**config.mk**
```make
export PLATFORM = sky130hd
export DESIGN_NAME = bellek_hakem
export DESIGN_NICKNAME = d
export VERILOG_FILES = /design/src/rtl/bellek_pkg.sv /design/src/rtl/rr_secici.sv /design/src/rtl/bellek_hakem.sv
export SDC_FILE = /design/constraint.sdc
export NUM_CORES = 1
export LEC_CHECK = 0
export CAP_MARGIN = 25
export CORE_AREA = 2 2 296 298
export CTS_BUF_LIST = sky130_fd_sc_hd__clkbuf_8 sky130_fd_sc_hd__clkbuf_16
export CTS_CLUSTER_SIZE = 16
export DETAILED_ROUTE_END_ITERATION = 16
export DIE_AREA = 0 0 298 300
export SLEW_MARGIN = 25
export SYNTH_ARGS = -nofsm -noshare
export SYNTH_HDL_FRONTEND = slang
export SYNTH_SLANG_ARGS = --single-unit
```
**constraint.sdc**
```tcl
create_clock -name clk_i -period 1.95 [get_ports clk_i]
set_input_delay 0.39 -clock clk_i [delete_from_list [all_inputs] [get_ports clk_i]]
set_output_delay 0.39 -clock clk_i [all_outputs]
set_load 0.01 [all_outputs]
```
**src/rtl/bellek_pkg.sv**
```systemverilog
// Shared definitions for the two-requester memory arbiter: controller states
// and default bus widths.
package bellek_pkg;

    localparam int ADRES_BIT_VARS = 32;
    localparam int VERI_BIT_VARS  = 128;

    typedef enum logic [1:0] {
        BOSTA  = 2'd0,
        GONDER = 2'd1,
        YANIT  = 2'd2
    } durum_t;

endpackage

```
**src/rtl/rr_secici.sv**
```systemverilog
// Two-way round-robin winner select: a lone valid requester always wins,
// a tie goes to the requester named by oncelik.
module rr_secici (
    input  logic [1:0] gecerli,
    input  logic       oncelik,
    output logic       kazanan,
    output logic       kazanan_var
);

    always_comb begin
        kazanan_var = |gecerli;
        if (&gecerli) begin
            kazanan = oncelik;
        end else begin
            kazanan = gecerli[1];
        end
    end

endmodule

```
**src/rtl/bellek_hakem.sv**
```systemverilog
// Arbiter sharing one main-memory port between two requesters, one memory
// transaction outstanding at a time, round-robin on ties.
module bellek_hakem
    import bellek_pkg::*;
#(
    parameter int ADRES_BIT = ADRES_BIT_VARS,
    parameter int VERI_BIT  = VERI_BIT_VARS
) (
    input  logic                   clk_i,
    input  logic                   rst_i,
    input  logic [2*ADRES_BIT-1:0] k_istek_adres_i,
    input  logic [2*VERI_BIT-1:0]  k_istek_veri_i,
    input  logic [1:0]             k_istek_gecerli_i,
    input  logic [1:0]             k_istek_yaz_gecerli_i,
    output logic [1:0]             k_istek_hazir_o,
    output logic [VERI_BIT-1:0]    k_yanit_veri_o,
    output logic [1:0]             k_yanit_gecerli_o,
    input  logic [1:0]             k_yanit_hazir_i,
    output logic [ADRES_BIT-1:0]   bellek_istek_adres_o,
    output logic [VERI_BIT-1:0]    bellek_istek_veri_o,
    output logic                   bellek_istek_gecerli_o,
    output logic                   bellek_istek_yaz_gecerli_o,
    input  logic                   bellek_istek_hazir_i,
    input  logic [VERI_BIT-1:0]    bellek_yanit_veri_i,
    input  logic                   bellek_yanit_gecerli_i,
    output logic                   bellek_yanit_hazir_o,
    output durum_t                 durum_o
);

    // Every channel is valid/ready: a transfer happens on the rising edge where
    // both are high; the source holds its payload stable while valid waits.

    durum_t                durum, durum_sonraki;
    logic                  oncelik_r;
    logic                  sahip_r;
    logic [ADRES_BIT-1:0]  adres_r;
    logic [VERI_BIT-1:0]   veri_r;
    logic                  yaz_r;

    logic                  kazanan;
    logic                  kazanan_var;
    logic                  istek_el;
    logic                  yanit_el;

    rr_secici u_secici (
        .gecerli     (k_istek_gecerli_i),
        .oncelik     (oncelik_r),
        .kazanan     (kazanan),
        .kazanan_var (kazanan_var)
    );

    assign istek_el = |(k_istek_hazir_o & k_istek_gecerli_i);
    assign yanit_el = (durum == YANIT) && bellek_yanit_gecerli_i && k_yanit_hazir_i[sahip_r];

    always_ff @(posedge clk_i) begin
        if (rst_i) begin
            durum     <= BOSTA;
            oncelik_r <= 1'b0;
            sahip_r   <= 1'b0;
            adres_r   <= '0;
            veri_r    <= '0;
            yaz_r     <= 1'b0;
        end else begin
            durum <= durum_sonraki;
            if (istek_el) begin
                adres_r   <= kazanan ? k_istek_adres_i[ADRES_BIT +: ADRES_BIT]
                                     : k_istek_adres_i[0 +: ADRES_BIT];
                veri_r    <= kazanan ? k_istek_veri_i[VERI_BIT +: VERI_BIT]
                                     : k_istek_veri_i[0 +: VERI_BIT];
                yaz_r     <= k_istek_yaz_gecerli_i[kazanan];
                sahip_r   <= kazanan;
                oncelik_r <= ~kazanan;
            end
        end
    end

    always_comb begin
        durum_sonraki = durum;
        case (durum)
            BOSTA:   if (istek_el) durum_sonraki = GONDER;
            GONDER:  if (bellek_istek_hazir_i) durum_sonraki = yaz_r ? BOSTA : YANIT;
            YANIT:   if (yanit_el) durum_sonraki = BOSTA;
            default: durum_sonraki = BOSTA;
        endcase
    end

    // Outputs are forced idle while rst_i is high so nothing handshakes during reset.
    always_comb begin
        k_istek_hazir_o        = 2'b00;
        k_yanit_gecerli_o      = 2'b00;
        bellek_istek_gecerli_o = 1'b0;
        bellek_yanit_hazir_o   = 1'b0;
        if (!rst_i) begin
            case (durum)
                BOSTA: begin
                    if (kazanan_var) k_istek_hazir_o[kazanan] = 1'b1;
                end
                GONDER: begin
                    bellek_istek_gecerli_o = 1'b1;
                end
                YANIT: begin
                    k_yanit_gecerli_o[sahip_r] = bellek_yanit_gecerli_i;
                    bellek_yanit_hazir_o       = k_yanit_hazir_i[sahip_r];
                end
                default: ;
            endcase
        end
    end

    assign bellek_istek_adres_o       = adres_r;
    assign bellek_istek_veri_o        = veri_r;
    assign bellek_istek_yaz_gecerli_o = yaz_r;
    assign k_yanit_veri_o             = bellek_yanit_veri_i;
    assign durum_o                    = durum;

endmodule

```
==> impl_metrics.env <==
export IMPL_holdCritPathClass="in -> reg"
export IMPL_drc=0
export IMPL_cts_sinks=165
export IMPL_layout_common_cells="clkdlybuf4s50_1, nand2_1, a221o_1, dfxtp_1, nor3_1"
export IMPL_ctsHoldBuffers=0
export IMPL_synth_top_area_share_pct=39.4
export IMPL_min_period_ns=2.15
export IMPL_place_area_um2=14400
export IMPL_fp_row_count=108
export IMPL_max_freq_mhz=465
export IMPL_avgSynthCellArea_um2=9.39
export IMPL_grt_pass1_vias=8660
export IMPL_cts_buffers=17
export IMPL_worst_slack_ns=-0.199
export IMPL_die_h_um=300
export IMPL_instances_no_fill=2461
export IMPL_rsz0062_at_grt="yes"
export IMPL_crit_slowest_cell="or3_4"
export IMPL_setup_viol=4
export IMPL_max_vdd_ir_drop_v=0.000705
export IMPL_first_pass_iters=4
export IMPL_maxCapViolCount=0
export IMPL_grtUsageTotal_pct=10.2
export IMPL_grt_pass1_wl_um=65000
export IMPL_slew_viol_final=0
export IMPL_critPathKind="reg -> out"
export IMPL_hold_viol=0
export IMPL_yosys_cell_types_count=26
export IMPL_worst_pin_slew_ns=0.551
export IMPL_dp_cells=2415
export IMPL_yosysWarnings=0
export IMPL_synthTopCellsByArea="dfxtp_1, a221o_1, buf_4, nor3_2, nand2_1"
export IMPL_num_vias=8502
export IMPL_final_util_pct=17.7
export IMPL_grt_max_degree=88
export IMPL_cp_required_ns=1.56
export IMPL_yosys_most_used_dff="dfxtp_1"
export IMPL_min_period_over_period_pct=110
export IMPL_final_area_um2=15200
export IMPL_post_place_ws_ns=-0.798
export IMPL_clk_path_buf_depth=2
export IMPL_htreeDepth=4
export IMPL_wl_um=48100
export IMPL_detail_route_antenna_nets=0
export IMPL_die_x_um=298
export IMPL_power_density_nw_per_um2=728
export IMPL_grt_antenna_before_repair=3
export IMPL_post_drt_wl_per_cell_um=19.6
export IMPL_cts_root_buf="clkbuf_16"
export IMPL_yosysSeqAreaShare_pct=39.4
export IMPL_n_fill_cell=9690
export IMPL_cp_end_kind="output port"
export IMPL_grt_overflow=0
export IMPL_crit_fanout=3
export IMPL_setup_tns_ns=-0.510
export IMPL_clock_latency_ns=0.50
export IMPL_synth_fp_nets=1351
export IMPL_layout_commonest_cell="clkdlybuf4s50_1"
export IMPL_start_kind="flop"
export IMPL_drive_above_1_share_pct=17.7
export IMPL_netlist_area_um2=8390
export IMPL_hold_ws_ns=0.351
export IMPL_leakage_nw=5.46
export IMPL_p_total_mw=11.1
export IMPL_place_hpwl_um=36900
export IMPL_violations="setup timing"
export IMPL_synth_seq_cells=165
export IMPL_synthToLayoutAreaGrowth_pct=81.7
export IMPL_async_flop_share_pct=0
export IMPL_initial_core_util_pct=9.73
export IMPL_finClkSkew_ns=0.0174
export IMPL_critPathMaxStageDelay_ns=0.38
export IMPL_via_per_inst=3.45
export IMPL_netlist_instances=893
export IMPL_die_area_um2=89400
export IMPL_relSlewSlack_pct=63.3
export IMPL_drt_iter0_drc=434
export IMPL_path_clk_slew_ns=0.08
export IMPL_worstPathArrival_ns=1.76
export IMPL_cts_tree="built"
export IMPL_status="complete, but fails checks"
export IMPL_crit_chain="buf_6 > or3_4 > nor3b_4 > buf_2"
export IMPL_core_area_um2=86200
export IMPL_yosys_area_top_type="dfxtp_1"
export IMPL_synth_edff_count=0
export IMPL_io_buffer_count=498
export IMPL_place_gp_congestion=0.800
export IMPL_nets=1749
export IMPL_pin_count=755
path summary, 6_finish.rpt:
kind	slack, ns	from	endpoint	cells past startpoint
setup / recovery	-0.20	durum_o[0]	k_istek_hazir_o[0]	4
hold / removal	0.35	k_istek_gecerli_i[0]	oncelik_r	4
setup reg to reg	0.11	durum_o[1]	bellek_istek_adres_o[10]	9
hold reg to reg	0.48	bellek_istek_veri_o[118]	bellek_istek_veri_o[118]	1
report_power, final:
group / internal (mW) / switching (mW) / leakage [nW]
clock: 2.16 / 1.70 / 0.302
combinational: 1.90 / 1.34 / 3.79
sequential: 3.75 / 0.236 / 1.36
Yosys cell counts (2+ instances only):
cell type,instances
nand2_1,163
clkbuf_1,33
buf_2,29
buf_6,19
nor3_1,85
nor2_1,3
buf_4,128
a21oi_1,2
buf_1,9
nor3_2,79
dfxtp_1,165
a221o_1,161
nand2b_1,2
nor3b_1,2
nor3b_2,2
metal layers:
layer | global-route usage (%) | vias up | routed length [µm]
met1 | 10.7 | 3904 | 18300
met5 | 0 | - | 0
met2 | 16.8 | 571 | 22500
met3 | 5.91 | 53 | 6210
li1 | - | 3974 | -
met4 | 3.88 | 0 | 1150
area by class of cell:
cell class	count	area (µm²)	share of cell area, %
antenna	2	5.00	0.0328
clock buffer	18	439	2.88
clock inverter	14	188	1.23
multi-input combinational	510	3670	24.1
sequential	165	3320	21.8
tap	1155	1450	9.48
timing repair buffer	597	6180	40.5
logic make-up (layout without fill, tap and decap cells):
logic type	Yosys count	after routing	share of synthesized area, %
DFF	165	165	39.4
other	0	2	0
AOI/OAI and AO/OA	167	167	19.7
muxes	1	1	0.119
buffers and inverters	218	629	17.6
and+or+nand+nor	342	342	23.2
registers in the layout, summed over array words and instances (netlist names):
name	count
bellek_istek_adres_o	32
bellek_istek_veri_o	128
bellek_istek_yaz_gecerli_o	1
durum_o	2
oncelik_r	1
sahip_r	1
worst max-delay path: cells and delay by family, from the launching register on:
kind / cells / cell delay, ns
and+or+nand+nor: 2 / 0.63
DFF: 1 / 0.35
buffers and inverters: 2 / 0.30
repair_timing:
item	4_1_cts	5_1_grt
cloned	0	5
gates resized for setup	45	16
buffers inserted	6	4
endpoints found under the hold margin	0	0
setup endpoints to repair	11	135
pin swaps	8	7
No activity file was read; power rests on OpenSTA's default activity.
==> patch 1, RTL diff (same settings) <==
`ADRES_BIT_VARS`: 32 -> 64.
--- a/src/rtl/bellek_pkg.sv
+++ b/src/rtl/bellek_pkg.sv
@@ -2,7 +2,7 @@
 // and default bus widths.
 package bellek_pkg;
 
-    localparam int ADRES_BIT_VARS = 32;
+    localparam int ADRES_BIT_VARS = 64;
     localparam int VERI_BIT_VARS  = 128;
 
     typedef enum logic [1:0] {
Ports: changed (resized bellek_istek_adres_o and k_istek_adres_i); port bits go from 755 to 851. The function was not compared with the original's and may differ.
==> patch 1 against the unedited design <==
- sequential share of layout area increased by 1.3 points
- via count increased by 22%
- synthesized area increased by 11%
- setup slack improved by 0.082 ns
- largest cell class unchanged
- routed wire length increased by 19%
- sequential cell count increased by 32
- combinational power increased by 15%
- power increased by 11%
- design area increased by 13%
- die area unchanged
- synthesized cell count increased by 16%
- the flow still finishes with violations (setup timing)
==> patch 1: results (changes against the unedited design) <==
| Metric | Value |
|---|---|
| Max Clock Skew | 0.0278 ns (+0.0105 ns) |
| Placed cells | 2,680 (+11%) |
| I/O Buffers | 594 (+19%) |
| Drt wl/cell | 21.0 um (+7.6%) |
| Register area share after synthesis | 0.424 (+0.0301) |
| Sw Pwr | 0.00373 W (+14%) |
| Pre-antenna DRT Iters | 5 (+1) |
| Routed WL | 57,300 um (+19%) |
| Worst-path fanout max | 4 (+1) |
| Status | finished with violations |
| Synth top cells by count | 197 x dfxtp_1, 196 x nor3_1, 195 x nand2_1, 193 x a221o_1, 130 x buf_4 |
| Reg-to-reg endpoint | bellek_istek_veri_o[22]$_SDFFE_PP0P_ |
| Placer congestion estimate | 0.889 (+11%) |
| Post-DP Area | 16,400 sq um (+14%) |
| TritonCTS buffer count | 17 (unchanged) |
| Via density | 3.79 (+9.8%) |
| DP HPWL | 46,900 um (+27%) |
| Static Leak | 6.38 nW (+17%) |
| Hold wc startpoint | rst_i |
| Worst-Margin Slew | 0.496 ns (-0.0544 ns) |
| Critical Path Sink | k_istek_hazir_o[0] |
| Initial drt markers | 571 (+32%) |
| Syn nets | 1,562 (+16%) |
| Clk pin slew, worst setup/hold paths | 0.08 ns (about the same) |
| Worst stage delay on the critical path | between 0.3 and 0.4 ns |
| Initial antenna violation count | 11 (+8) |
| CP top delay family | simple AND/OR/NAND/NOR gates |
| Total Nets Final | 2,075 (+19%) |
| Failing checks | setup timing |
| Layout cell share with drive strength beyond 1 | 0.128 (-0.0494) |
| Cell variety after synth | 24 (-7.7%) |
| GRT overflow | 0 (unchanged) |
| Main area contributors after synthesis | dfxtp_1 42%, a221o_1 21%, nor3_1 11%, buf_4 10%, nand2_1 7.9% |
| Most common cell in the netlist | dfxtp_1 |
| Worst hold path class | in -> reg |
| Post-placement setup slack | -0.778 ns (+0.0202 ns) |
| Crit path DAT | 1.68 ns (-0.08 ns) |
| Final setup margin | -0.116 ns (+0.0823 ns) |
| Final setup viols | 5 (+1) |
| Worst R2R Setup Slack | 0.06 ns (-0.05 ns) |
| First-pass GRT wire length | 77,100 um (+19%) |
| TNS Setup | -0.404 ns (+0.106 ns) |
| Cell count after synthesis | 1,040 (+16%) |
| Clk_lat worst skew | 0.52 ns (+0.02 ns) |
| Worst-case hold path end point | durum_o[1]$_SDFFE_PP0P_ |
| YS warnings | 0 (unchanged) |
| Hold WS | 0.213 ns (-0.138 ns) |
| Gr usage total | 0.123 (+0.0214) |
| Vias in the first global route | 10,100 (+16%) |
| Peak supply drop | 0.662 mV (-6.0%) |
| Hold path depth | 2 (-2) |
| Largest net degree at the start of global routing | 64 (-27%) |
| Critical Path Start | durum_o[0]$_SDFFE_PP0P_ |
| Reg2reg path depth | 8 (-1) |
## patch 1: cell types whose count changed after synthesis, sizes merged
| cell | delta |
|---|---|
| clkbuf | +10 |
| nand2 | +32 |
| nor3 | +32 |
| dfxtp | +32 |
| a221o | +32 |
| buf | +9 |
## patch 1: layout make-up
class / instances / area [sq um]
Multi-Input combinational cell: 606 / 3890
Tap cell: 1155 / 1450
Antenna cell: 2 / 5.00
Timing Repair Buffer: 731 / 7290
Clock inverter: 13 / 136
Clock buffer: 19 / 453
Fill cell: 9592 / 69000
Sequential cell: 197 / 3960
## patch 1: cells by family (layout without fill, tap and decap cells)
group / count (synthesis) / count (layout) / synth area share
AO/OA/AOI/OAI: 199 / 199 / 0.212
other: 0 / 2 / 0
flip-flops: 197 / 197 / 0.424
buffers and inverters: 237 / 763 / 0.167
AND/OR/NAND/NOR: 406 / 406 / 0.196
multiplexers: 1 / 1 / 0.00108
## patch 1: power by group through the flow
stage          clock network [W]  logic, W  registers, W
5_1_grt                  0.00407   0.00395       0.00483
4_1_cts                  0.00398   0.00374       0.00478
3_3_place_gp                   0   0.00369       0.00486
3_5_place_dp                   0   0.00370       0.00485
6_report                 0.00379   0.00371       0.00478
2_1_floorplan                  0   0.00133       0.00501
## patch 1: repair_timing
item,4_1_cts,5_1_grt
setup endpoints to repair,23,7
buffers inserted,7,2
hold endpoints to repair,0,0
pin swaps,6,4
resized for setup,42,10
## patch 1: layer usage
metal  wire, um  vias to the layer above  GRT usage
met2      26000                      670      0.196
met3       7090                       89     0.0666
met1      21800                     4795      0.134
met5         46                        -          0
met4       2360                        6     0.0614
li1           -                     4772          -
==> patch 2, RTL diff (config.mk and constraints unchanged) <==
Without the edit above. Make the reset (`rst_i`) asynchronous in one clocked block.
--- a/src/rtl/bellek_hakem.sv
+++ b/src/rtl/bellek_hakem.sv
@@ -52,7 +52,7 @@
     assign istek_el = |(k_istek_hazir_o & k_istek_gecerli_i);
     assign yanit_el = (durum == YANIT) && bellek_yanit_gecerli_i && k_yanit_hazir_i[sahip_r];
 
-    always_ff @(posedge clk_i) begin
+    always_ff @(posedge clk_i or posedge rst_i) begin
         if (rst_i) begin
             durum     <= BOSTA;
             oncelik_r <= 1'b0;
Function: differs if rst_i is asserted again (counterexample within 4 cycles, from zero or initial values and one cycle with rst_i high); with rst_i held inactive, the same outputs for 4 cycles.
==> patch 2 against the unedited design <==
- the flow still finishes with violations (setup timing)
- die area is the same
- synthesized area grew 13%
- setup slack got worse by 0.0016 ns
- sequential cell count unchanged
- register-to-register slack lost 0.31 ns
- design area up 4.5%
- routed wire length decreased by 9.0%
- sequential share of layout area is 4.2 points higher
- via count rose by 5.7%
Power is not compared: it rests on default switching activity, and its combinational part moved more than twofold at a synthesized area within 25%.
==> patch 2: results (changes against the unedited design) <==
| Metric | Value |
|---|---|
| Status | finished with violations |
| Failing checks | setup timing |
| Reg-to-reg endpoint | bellek_istek_veri_o[20]$_DFFE_PP0P_ |
| Post-DP Area | 15,100 sq um (+4.9%) |
| Drt wl/cell | 17.0 um (-13%) |
| Via density | 3.49 (+1.1%) |
| Syn nets | 1,510 (+12%) |
| Worst-path fanout max | 78 (+75) |
| FF/Latch Area | 4130 sq um (+25%) |
| Total Nets Final | 1,861 (+6.4%) |
| Placer congestion estimate | 0.796 (-0.50%) |
| RR Startpoint | durum_o[1]$_DFFE_PP0P_ |
| Clk pin slew, worst setup/hold paths | roughly 0.07 ns |
| Hold WS | 0.433 ns (+0.0816 ns) |
| Worst hold path class | in -> reg |
| Peak supply drop | about 0.67 mV |
| Post-placement setup slack | -0.739 ns (+0.0596 ns) |
| Hold path depth | 3 (-1) |
| Synth top cells by count | 165 x dfrtp_1, 164 x inv_1, 163 x a21oi_1, 161 x a211oi_1, 129 x buf_4 |
| Worst Setup End Kind | flip-flop |
| Layout cell share with drive strength beyond 1 | 0.150 (-0.0267) |
| Mux share of post-synthesis cell area | 0.00106 (-0.000133) |
| Mean Syn Cell Area | 8.97 sq um (-4.4%) |
| TNS Setup | -13.69 ns (-13.18 ns) |
| Initial drt markers | 487 (+12%) |
| FFs w/ async S/R, synth | 1.00 (+1.00) |
| Reg2reg path depth | 5 (-4) |
| DP HPWL | 33,800 um (-8.3%) |
| Crit path DAT | 2.49 ns (+0.73 ns) |
| Final setup margin | -0.200 ns (-0.00160 ns) |
| Compound-Gate Fraction of Synth Area | 0.217 (+0.0196) |
| First-pass GRT wire length | 63,100 um (-2.8%) |
| Placed cells | 2,539 (+5.1%) |
| Slew HR | 0.587 (-0.0462) |
| Worst-case hold path end point | bellek_istek_veri_o[56]$_DFFE_PP0P_ |
| Main area contributors after synthesis | dfrtp_1 44%, a211oi_1 13%, buf_4 10%, a21oi_1 8.6%, nor3_2 7.2% |
| Vias in the first global route | 9,436 (+9.0%) |
| Initial antenna violation count | 7 (+4) |
| Register area share after synthesis | 0.437 (+0.0435) |
| Fill cell count | 9,700 (+0.10%) |
| Max Clock Skew | 0.00786 ns (-0.00951 ns) |
| Final setup viols | 132 (+128) |
| Largest net degree at the start of global routing | 84 (-4.5%) |
| Hold wc startpoint | k_istek_veri_i[184] |
| Routed WL | 43,800 um (-9.0%) |
| Gr usage total | 0.0964 (-0.00568) |
| Cell variety after synth | 24 (-7.7%) |
patch 2: metal layers:
metal  routed length (um)  vias up  track usage
li1                     -     4179            -
met1                16200     4224        0.101
met2                20200      491        0.152
met3                 5290       86       0.0536
met4                 2060        4       0.0564
met5                   26        -            0
patch 2: worst max-delay path: stages, from the launching register on:
cell      delay, ns
dfrtp_1        0.41
or4b_4         0.57
buf_4          0.27
buf_12         0.23
nor3_1         0.29
a211oi_1       0.08
patch 2: timing repair:
| action | CTS | global route |
|---|---|---|
| resized for setup | 40 | 43 |
| buffers inserted | 0 | 0 |
| hold buffers | 0 | 0 |
| pin swaps | 6 | 3 |
| gates cloned | 0 | 0 |
| setup endpoints to repair | 159 | 156 |
| endpoints found under the hold margin | 0 | 0 |
patch 2: final cells by class:
cell class | count | share of cell area
clock buffers | 20 | 0.0293
well taps | 1155 | 0.0907
diodes | 2 | 0.000314
inverters | 164 | 0.0389
clock inverters | 12 | 0.00966
multi-input cells | 505 | 0.223
flip-flops and latches | 165 | 0.259
repair buffers | 550 | 0.348
